## config.mk

```make
export PLATFORM = sky130hd
export DESIGN_NAME = board_write_arbiter
export DESIGN_NICKNAME = d
export VERILOG_FILES = /design/src/rtl/board_pkg.sv /design/src/rtl/board_pos_to_addr.sv /design/src/rtl/board_write_arbiter.sv
export SDC_FILE = /design/constraint.sdc
export NUM_CORES = 1
export LEC_CHECK = 0
export BUFFER_PORTS_ARGS = -buffer_cell sky130_fd_sc_hd__buf_2
export CAP_MARGIN = 5
export CORE_MARGIN = 1
export CORE_UTILIZATION = 50
export CTS_CLUSTER_DIAMETER = 50
export DETAILED_ROUTE_END_ITERATION = 12
export GPL_TIMING_DRIVEN = 0
export PLACE_DENSITY = 0.75
export SYNTH_ARGS = -nofsm -noshare
export SYNTH_HDL_FRONTEND = slang
export SYNTH_SLANG_ARGS = --single-unit
```

## constraint.sdc

```tcl
create_clock -name clock -period 1.7 [get_ports clock]
set_input_delay 0 -clock clock [delete_from_list [all_inputs] [get_ports clock]]
set_output_delay 0 -clock clock [all_outputs]
set_load 0.1 [all_outputs]
```

## src/rtl/board_pkg.sv

```systemverilog
// Shared board constants: geometry, cell colours, request indices and the
// write arbiter's state encoding.
package board_pkg;

   localparam int GRID_W = 16;

   localparam logic [2:0] EMPTY     = 3'b000;
   localparam logic [2:0] RED       = 3'b100;
   localparam logic [2:0] BLUE      = 3'b001;
   localparam logic [2:0] RED_BOMB  = 3'b110;
   localparam logic [2:0] BLUE_BOMB = 3'b011;
   localparam logic [2:0] COLLIDE   = 3'b111;

   typedef enum logic [1:0] {
      REQ_RED_MOVE  = 2'd0,
      REQ_BLUE_MOVE = 2'd1,
      REQ_RED_BOMB  = 2'd2,
      REQ_BLUE_BOMB = 2'd3
   } req_idx_t;

   typedef enum logic [1:0] {
      IDLE  = 2'd0,
      WRITE = 2'd1,
      DONE  = 2'd2
   } arb_state_t;

endpackage

```

## src/rtl/board_pos_to_addr.sv

```systemverilog
// Cell coordinate to linear board address (Y*GRID_W + X). Out-of-range
// coordinates pass through unmodified.
module board_pos_to_addr #(
   parameter int GRID_W  = board_pkg::GRID_W,
   parameter int ADDR_W  = 9,
   parameter int COORD_W = 4
) (
   input  logic [COORD_W-1:0] posX,
   input  logic [COORD_W-1:0] posY,
   output logic [ADDR_W-1:0]  address
);

   logic [ADDR_W-1:0] wideX;
   logic [ADDR_W-1:0] wideY;

   assign wideX = ADDR_W'(posX);
   assign wideY = ADDR_W'(posY);

   // Address arithmetic carried out at full address width
   always_comb begin
      address = wideY * ADDR_W'(GRID_W) + wideX;
   end

endmodule

```

## src/rtl/board_write_arbiter.sv

```systemverilog
// Shares the board memory write port between red/blue moves and bombs.
// Pending events are serialised into writes held for HOLD_CYCLES cycles,
// started only while the draw engine is not reading the board.
module board_write_arbiter #(
   parameter int GRID_W      = board_pkg::GRID_W,
   parameter int ADDR_W      = 9,
   parameter int COLOUR_W    = 3,
   parameter int HOLD_CYCLES = 3
) (
   input  logic                clock,
   input  logic                reset,
   input  logic                red_move_req,
   input  logic [3:0]          red_X,
   input  logic [3:0]          red_Y,
   input  logic                blue_move_req,
   input  logic [3:0]          blue_X,
   input  logic [3:0]          blue_Y,
   input  logic                redBombPlaced,
   input  logic [3:0]          redBomb_X,
   input  logic [3:0]          redBomb_Y,
   input  logic                blueBombPlaced,
   input  logic [3:0]          blueBomb_X,
   input  logic [3:0]          blueBomb_Y,
   input  logic                draw_busy,
   output logic [ADDR_W-1:0]   board_address,
   output logic [COLOUR_W-1:0] board_data,
   output logic                board_wren,
   output logic                board_updated,
   output logic                busy,
   output logic [3:0]          pending
);

   import board_pkg::*;

   localparam int CNT_W = (HOLD_CYCLES > 1) ? $clog2(HOLD_CYCLES) : 1;
   localparam logic [CNT_W-1:0] LAST_CNT = CNT_W'(HOLD_CYCLES - 1);

   arb_state_t        state;
   req_idx_t          grantIdx;
   req_idx_t          selIdx;
   logic [CNT_W-1:0]  holdCnt;
   logic              rr;
   logic              lastHold;
   logic              moveCollide;
   logic [3:0]        reqVec;
   logic [3:0]        clrVec;
   logic [3:0]        reqX [4];
   logic [3:0]        reqY [4];
   logic [3:0]        latX [4];
   logic [3:0]        latY [4];
   logic [3:0]        selX;
   logic [3:0]        selY;
   logic [ADDR_W-1:0] selAddr;
   logic [COLOUR_W-1:0] selColour;

   assign reqVec = {blueBombPlaced, redBombPlaced, blue_move_req, red_move_req};
   assign reqX   = '{red_X, blue_X, redBomb_X, blueBomb_X};
   assign reqY   = '{red_Y, blue_Y, redBomb_Y, blueBomb_Y};

   assign lastHold = (state == WRITE) && (holdCnt == LAST_CNT);
   assign busy     = (state != IDLE);

   // Combinational so a request arriving during DONE itself suppresses the pulse
   assign board_updated = (state == DONE) && (pending == '0) && (reqVec == '0);

   // Arbitration: bombs beat moves, rr breaks ties within a class
   always_comb begin
      selIdx = REQ_RED_MOVE;
      if (pending[REQ_RED_BOMB] || pending[REQ_BLUE_BOMB]) begin
         if (pending[REQ_RED_BOMB] && pending[REQ_BLUE_BOMB])
            selIdx = rr ? REQ_BLUE_BOMB : REQ_RED_BOMB;
         else
            selIdx = pending[REQ_RED_BOMB] ? REQ_RED_BOMB : REQ_BLUE_BOMB;
      end else if (pending[REQ_RED_MOVE] && pending[REQ_BLUE_MOVE]) begin
         selIdx = rr ? REQ_BLUE_MOVE : REQ_RED_MOVE;
      end else if (pending[REQ_BLUE_MOVE]) begin
         selIdx = REQ_BLUE_MOVE;
      end
   end

   // Granted source's coordinates and cell colour
   always_comb begin
      selX        = latX[selIdx];
      selY        = latY[selIdx];
      moveCollide = (latX[REQ_RED_MOVE] == latX[REQ_BLUE_MOVE]) &&
                    (latY[REQ_RED_MOVE] == latY[REQ_BLUE_MOVE]);
      case (selIdx)
         REQ_RED_MOVE:  selColour = COLOUR_W'(moveCollide ? COLLIDE : RED);
         REQ_BLUE_MOVE: selColour = COLOUR_W'(moveCollide ? COLLIDE : BLUE);
         REQ_RED_BOMB:  selColour = COLOUR_W'(RED_BOMB);
         default:       selColour = COLOUR_W'(BLUE_BOMB);
      endcase
   end

   board_pos_to_addr #(
      .GRID_W (GRID_W),
      .ADDR_W (ADDR_W),
      .COORD_W(4)
   ) u_posToAddr (
      .posX   (selX),
      .posY   (selY),
      .address(selAddr)
   );

   // Flag to clear on the final hold cycle of the current write
   always_comb begin
      clrVec = '0;
      if (lastHold)
         clrVec[grantIdx] = 1'b1;
   end

   // Request capture: set beats clear, latest coordinates win
   always_ff @(posedge clock) begin
      if (!reset) begin
         pending <= '0;
         latX    <= '{default: '0};
         latY    <= '{default: '0};
      end else begin
         pending <= (pending & ~clrVec) | reqVec;
         for (int unsigned i = 0; i < 4; i++) begin
            if (reqVec[i]) begin
               latX[i] <= reqX[i];
               latY[i] <= reqY[i];
            end
         end
      end
   end

   // Write sequencer: grant in IDLE, hold the write, then one DONE cycle
   always_ff @(posedge clock) begin
      if (!reset) begin
         state         <= IDLE;
         grantIdx      <= REQ_RED_MOVE;
         holdCnt       <= '0;
         rr            <= 1'b0;
         board_address <= '0;
         board_data    <= '0;
         board_wren    <= 1'b0;
      end else begin
         case (state)
            IDLE: begin
               if ((pending != '0) && !draw_busy) begin
                  grantIdx      <= selIdx;
                  board_address <= selAddr;
                  board_data    <= selColour;
                  board_wren    <= 1'b1;
                  holdCnt       <= '0;
                  rr            <= (selIdx == REQ_RED_MOVE) || (selIdx == REQ_RED_BOMB);
                  state         <= WRITE;
               end
            end
            WRITE: begin
               if (lastHold) begin
                  board_wren <= 1'b0;
                  state      <= DONE;
               end else begin
                  holdCnt <= holdCnt + 1'b1;
               end
            end
            DONE: begin
               state <= IDLE;
            end
            default: begin
               board_wren <= 1'b0;
               state      <= IDLE;
            end
         endcase
      end
   end

endmodule

```

==> Word-level counts from Yosys, hierarchy flattened <==
Index checks and enable logic that the tools add are counted.
{ "classes": {"add_sub_neg": 2, "n_reduce_logical": 22, "bitwise": 5, "muxes": 28, "eq_ne": 10, "n_lt_le_gt_ge": 3} }
{ "op_table": {"columns": ["op", "count"], "rows": [
  ["two-way mux 4 bit", 5],
  ["binary-select mux 4 bit (select 2 bit)", 2],
  ["two-way mux 2 bit", 6],
  ["adder 8 x 4 -> 9 bit", 1],
  ["two-way mux 1 bit", 9],
  ["case mux 3 bit (3 select lines)", 1],
  ["equality test 4 bit", 2],
  ["logical AND 1 bit", 8],
  ["logical NOT 4 bit", 2],
  ["case mux 2 bit (2 select lines)", 2],
  ["equality test 2 bit, second input constant", 3],
  ["!= test 2 bit, second input constant", 3],
  ["AND reduction 3 bit", 2],
  ["AND 4 bit", 1],
  ["equality test 2 x 1 -> 1 bit, second input constant", 2],
  ["logical NOT 2 bit", 2],
  ["inverter 4 bit", 1],
  ["bitwise OR 4 bit", 1],
  ["AND reduction 2 bit", 2],
  ["nonzero test 2 bit", 2],
  ["nonzero test 4 bit", 1],
  [">= comparator 3 bit, second input constant", 1],
  ["less-than comparator 2 x 3 -> 1 bit, second input constant", 1],
  ["two-way mux 3 bit", 1],
  ["8 further kinds", 9]
]} }
{ "totals": {"register_bits": 56, "elab_cells": 86, "in_bits": 39} }

==> Logic depth before layout (Yosys ltp) <==
{ "logic_depth": {"ltp_word": 8, "mapped_depth": 6, "depth_no_buf": 6} }

==> Cells and area by module <==
Synthesis repeated with hierarchy kept, for this count alone.
{ "unflattened": {"cells_unflattened": 273, "area_unflattened_um2": 2627.5} }
{ "by_module_without_submodules": {"columns": ["mod", "cells_each", "instances", "area_per_inst_um2"], "rows": [
  ["board_write_arbiter", 263, 1, 2556.2],
  ["board_pos_to_addr", 10, 1, 71.3]
]} }

==> Least setup slack after synthesis <==
Ideal clock, no wire load.
{ "synth_path": {"kind": "reg-to-output", "from": "register pending[3]", "to": "output board_updated", "path_slack_ns": -0.435, "n_path_buf": 0, "arrival_ns": 2.135, "path_stages_with_launch": 3, "path_cell_list": "dfxtp_1 -> nor4_2 -> and4b_1"} }
{ "synth_between": {"elab_chain_len": 3} }
{ "synth_lines": {"columns": ["item", "line_no", "text"], "rows": [
  ["start: declaration", "board_write_arbiter.sv:30", "output logic [3:0] pending"],
  ["start signal: assignment", "board_write_arbiter.sv:119", "pending <= (pending & ~clrVec) | reqVec;"],
  ["logical NOT 4 bit", "board_write_arbiter.sv:64", "assign board_updated = (state == DONE) && (pending == '0) && (reqVec == '0);"],
  ["logical AND 1 bit (2 in series)", "board_write_arbiter.sv:64", null],
  ["end: declaration", "board_write_arbiter.sv:28", "output logic board_updated,"]
]} }
No other way between the ends.

==> Worst setup path after layout <==
{ "layout_path": {"from": "register pending[3]", "to": "register board_data[1]"} }
{ "layout_between": {"elab_chain_len": 5, "elab_cells_between_ends": 11, "cone_classes": "2 x eq/ne; 3 x mux; 6 x reduce/logical"} }
{ "layout_lines": {"columns": ["item", "line_no", "text"], "rows": [
  ["logical AND 1 bit", "board_write_arbiter.sv:70", "if (pending[REQ_RED_BOMB] && pending[REQ_BLUE_BOMB])"],
  ["two-way mux 1 bit", "board_write_arbiter.sv:70", null],
  ["two-way mux 2 bit", "board_write_arbiter.sv:69", "if (pending[REQ_RED_BOMB] || pending[REQ_BLUE_BOMB]) begin"],
  ["equality test 2 bit, or another cell as far along", "board_write_arbiter.sv:87", "case (selIdx)"],
  ["case mux 3 bit (3 select lines)", "board_write_arbiter.sv:87", null],
  ["end signal: assignment", "board_write_arbiter.sv:145", "board_data <= selColour;"],
  ["end: declaration", "board_write_arbiter.sv:26", "output logic [COLOUR_W-1:0] board_data,"]
]} }
Parallel ways exist; a longest one is shown, timed or not.
A chain may end at the register's enable or synchronous reset.

==> impl_metrics.py <==
metrics = {
    "run_status": {
        "outcome": "complete, no violations",
    },
    "synthesis": {
        "synthesis.yosys.warnings": 0,
        "synthesis.nets": 304,
        "ys_seq_area_frac": 0.441,
        "synth_top_flop_cell": "dfxtp_1",
        "post_synth_inst_count": 264,
        "syn_avg_cell_area_sq_um": 9.46,
        "number_of_synthesized_flops_with_an_enable_pin": 0,
        "synth.distinct_cells": 42,
        "synth-seq-cells": 55,
        "ys_async_sr_fraction": 0,
        "synth_area_sq_um": 2500,
    },
    "min_path": {
        "holdPathStages": 3,
        "timing.hold.worst_endpoint": "board_address[4]$_SDFFE_PN0P_",
        "min_from": "reset",
        "worstHoldPathType": "in -> reg",
    },
    "routing": {
        "via_count": 2206,
        "post-route-drc-count": 0,
        "detail_route.iter0.violations": 104,
        "wl_um": 6100,
        "routedWlPerCell_um": 14.5,
        "ant_nets": 0,
        "routed_via_density": 5.23,
        "drt_first_pass_iters": 4,
    },
    "flow_run": {
        "max_cap_violations": 0,
    },
    "setup_path": {
        "critPathKind": "reg -> reg",
        "rr_worst_depth": 5,
        "largest_fanout_of_any_net_on_the_critical_path": 10,
        "timing.critical_path.slowest_cell_delay_ns": 0.38,
        "critical_path.endpoint_type": "register",
        "worst-endpoint-arrival_ns": 1.82,
        "timing.rr.end": "board_data[1]$_SDFFE_PN0P_",
        "worst_r2r_startpoint": "pending[3]$_SDFF_PN0_",
        "timing.critical_path.required_ns": 1.90,
        "reg2reg_slack_ns": 0.09,
        "path_cells": "nor2_2, buf_2, buf_4, nand2_1, o221a_1",
        "timing.critical_path.slowest_stage_cell": "dfxtp_2",
        "critical_path_buf_inv_count": 2,
        "cpLargestDelayFamily": "buffers and inverters",
        "critical_path.startpoint_type": "register",
    },
    "timing": {
        "clock_skew_ns": 0.00413,
        "period_minus_slack_ns": 1.61,
        "rsz0062_at_grt": "false",
        "tightest_slew_ns": 0.743,
        "final_max_slew_viol_count": 0,
        "slew-limit-headroom": 0.505,
        "number_of_hold_violations_in_the_final_report": 0,
        "layout_worst_path_cycle_share": 0.949,
        "fmax_ghz": 0.620,
        "hold_slack_ns": 0.0271,
        "finalSetupTns_ns": 0,
        "setup_viol": 0,
    },
    "global_route": {
        "grt_pass1_wl_um": 9790,
        "number_of_global_route_vias_before_repair": 2050,
        "grt_overall_usage": 0.243,
        "grt_overflow": 0,
        "initial_antenna_violation_count": 0,
        "grt_max_degree": 16,
    },
    "die": {
        "dieArea_sq_um": 5280,
        "dieHeight_um": 72.7,
        "fp.coreArea_sq_um": 4750,
        "count_of_pins_on_the_block_boundary": 58,
        "initial_core_util": 0.525,
        "die_width_um": 72.7,
        "row_count": 25,
    },
    "cells_and_area": {
        "final_nets": 394,
        "areaGrowthSynthToFinish_pct": 30.4,
        "antenna_cell_count": 0,
        "drive_above_1_share": 0.223,
    },
    "placed_design": {
        "place_hpwl_um": 4080,
        "globalplace.congestion": 0.833,
        "numPortBuffers": 51,
    },
    "clocking": {
        "tritoncts": "built",
        "maximum_root_to_sink_buffer_count": 2,
        "h_tree_level_count": 2,
        "cts.reportedPaths.clkPinSlew_ns": 0.09,
        "cts_inserted_buffers": 5,
        "clk_latency_ns": 0.31,
        "tritoncts_sink_count": 55,
        "ctsRootBufferMaster": "clkbuf_8",
    },
    "power_and_ir_drop": {
        "irDropWorstVdd_mv": 0.486,
        "p_leak_nw": 1.39,
        "power_density_nw_per_um2": 922,
    },
}
[synthesized netlist by cell type (2+ instances only)]
cell       n  area [sq um]
dfxtp_1   55          1100
nor2b_1   41           257
mux2i_1   32           320
a31oi_1   19           119
nand2_1   13          48.8
a21oi_1   12          60.1
clkbuf_1  10          37.5
o21ai_1    8          40.0
o22ai_1    8          50.1
xnor2_1    8          70.1
o21ai_0    6          30.0
and2_1     5          31.3
buf_2      5          25.0
inv_1      4          15.0
nand3_1    4          20.0
o21a_1     3          22.5
a21boi_1   2          15.0
a21o_1     2          15.0
buf_4      2          15.0
nand4_1    2          12.5
nor2_1     2          7.51
[routing by layer]
metal / part of all wire / track usage / vias to the layer above / routed length (um)
met1: 0.47 / 0.324 / 1041 / 2870
met3: 0.041 / 0.0470 / 8 / 250
met4: 0.015 / 0.0675 / 0 / 92
met5: 0 / 0 / - / 0
li1: - / - / 1105 / -
met2: 0.47 / 0.402 / 52 / 2890
[cells in the final DEF (no fill, tap or decap), drive strengths merged, types with 2 or more instances in the layout]
master,count
o21ai,14
dlygate4sd3,32
nor4,2
a21oi,12
nand4,2
nand3,4
nor2,3
dfxtp,55
nor2b,41
o22ai,9
xnor2,8
o21a,3
a21boi,2
and2,5
inv,5
nand2,14
buf,60
a21o,2
clkbuf,17
mux2i,32
a31oi,19
[per-stage QoR]
step                      area [sq um]   util  power, mW  setup WS, ns  cells
after floorplan                   2500      -       2.10        0.0443    264
after global placement            2840  0.598       2.26        0.0690    382
after detailed placement          2840  0.598       2.27        0.0647    382
after CTS                         3260  0.685       3.02        0.0358    422
after global routing              3260  0.685       3.13        0.0110    422
final                             3260  0.685       3.00        0.0870    422
[power breakdown]
part | internal, mW | switching (mW) | total (mW)
Sequential | 1.39 | 0.0763 | 1.46
Clock | 0.290 | 0.406 | 0.696
Combinational | 0.280 | 0.565 | 0.845
[worst reg2reg max path: cells and delay by family (launching register included)]
kind                   cells  cell delay (ns)
and+or+nand+nor            2             0.40
AOI/OAI and AO/OA          1             0.22
DFF                        1             0.38
buffers and inverters      2             0.52
[registers in the layout (all words and copies together), names as in the netlist]
register	count
board_address	8
board_data	3
board_wren	1
grantIdx	2
holdCnt	2
latX	16
latY	16
pending	4
rr	1
state	2
[how the worst max path moves through the flow]
| stage | from | to | cells past startpoint |
|---|---|---|---|
| floorplan | pending[1]$_SDFF_PN0_ | board_address[0]$_SDFFE_PN0P_ | 5 |
| global placement | pending[2]$_SDFF_PN0_ | board_address[0]$_SDFFE_PN0P_ | 6 |
| detailed placement | pending[2]$_SDFF_PN0_ | board_address[0]$_SDFFE_PN0P_ | 6 |
| CTS | pending[2]$_SDFF_PN0_ | board_address[0]$_SDFFE_PN0P_ | 6 |
| global route | pending[3]$_SDFF_PN0_ | board_data[1]$_SDFFE_PN0P_ | 5 |
| finish | pending[3]$_SDFF_PN0_ | board_data[1]$_SDFFE_PN0P_ | 5 |
[layout make-up]
class                      instances  area, sq um
multi-input combinational        185         1290
clock buffer                       7         76.3
clock inverter                     1         5.00
sequential                        55         1110
fill                             416         1500
buffer                            19         93.8
tap                               67         83.8
inverter                           5         18.8
timing repair buffer              83          578
[cell families after synthesis]
family / synth area share
flip-flops: 0.441
other: 0.00150
multiplexers: 0.128
AO/OA/AOI/OAI: 0.158
XOR/XNOR: 0.0281
AND/OR/NAND/NOR: 0.194
buffers and inverters: 0.0446
adder cells (fa/ha/maj): 0.00501
[what timing repair did]
item | CTS | global route
endpoints found under the hold margin | 32 | 0
buffers inserted | 0 | 0
endpoints found under the setup margin | 1 | 7
hold buffers | 32 | 0
resized for setup | 2 | 2
(Power assumes the default switching activity.)
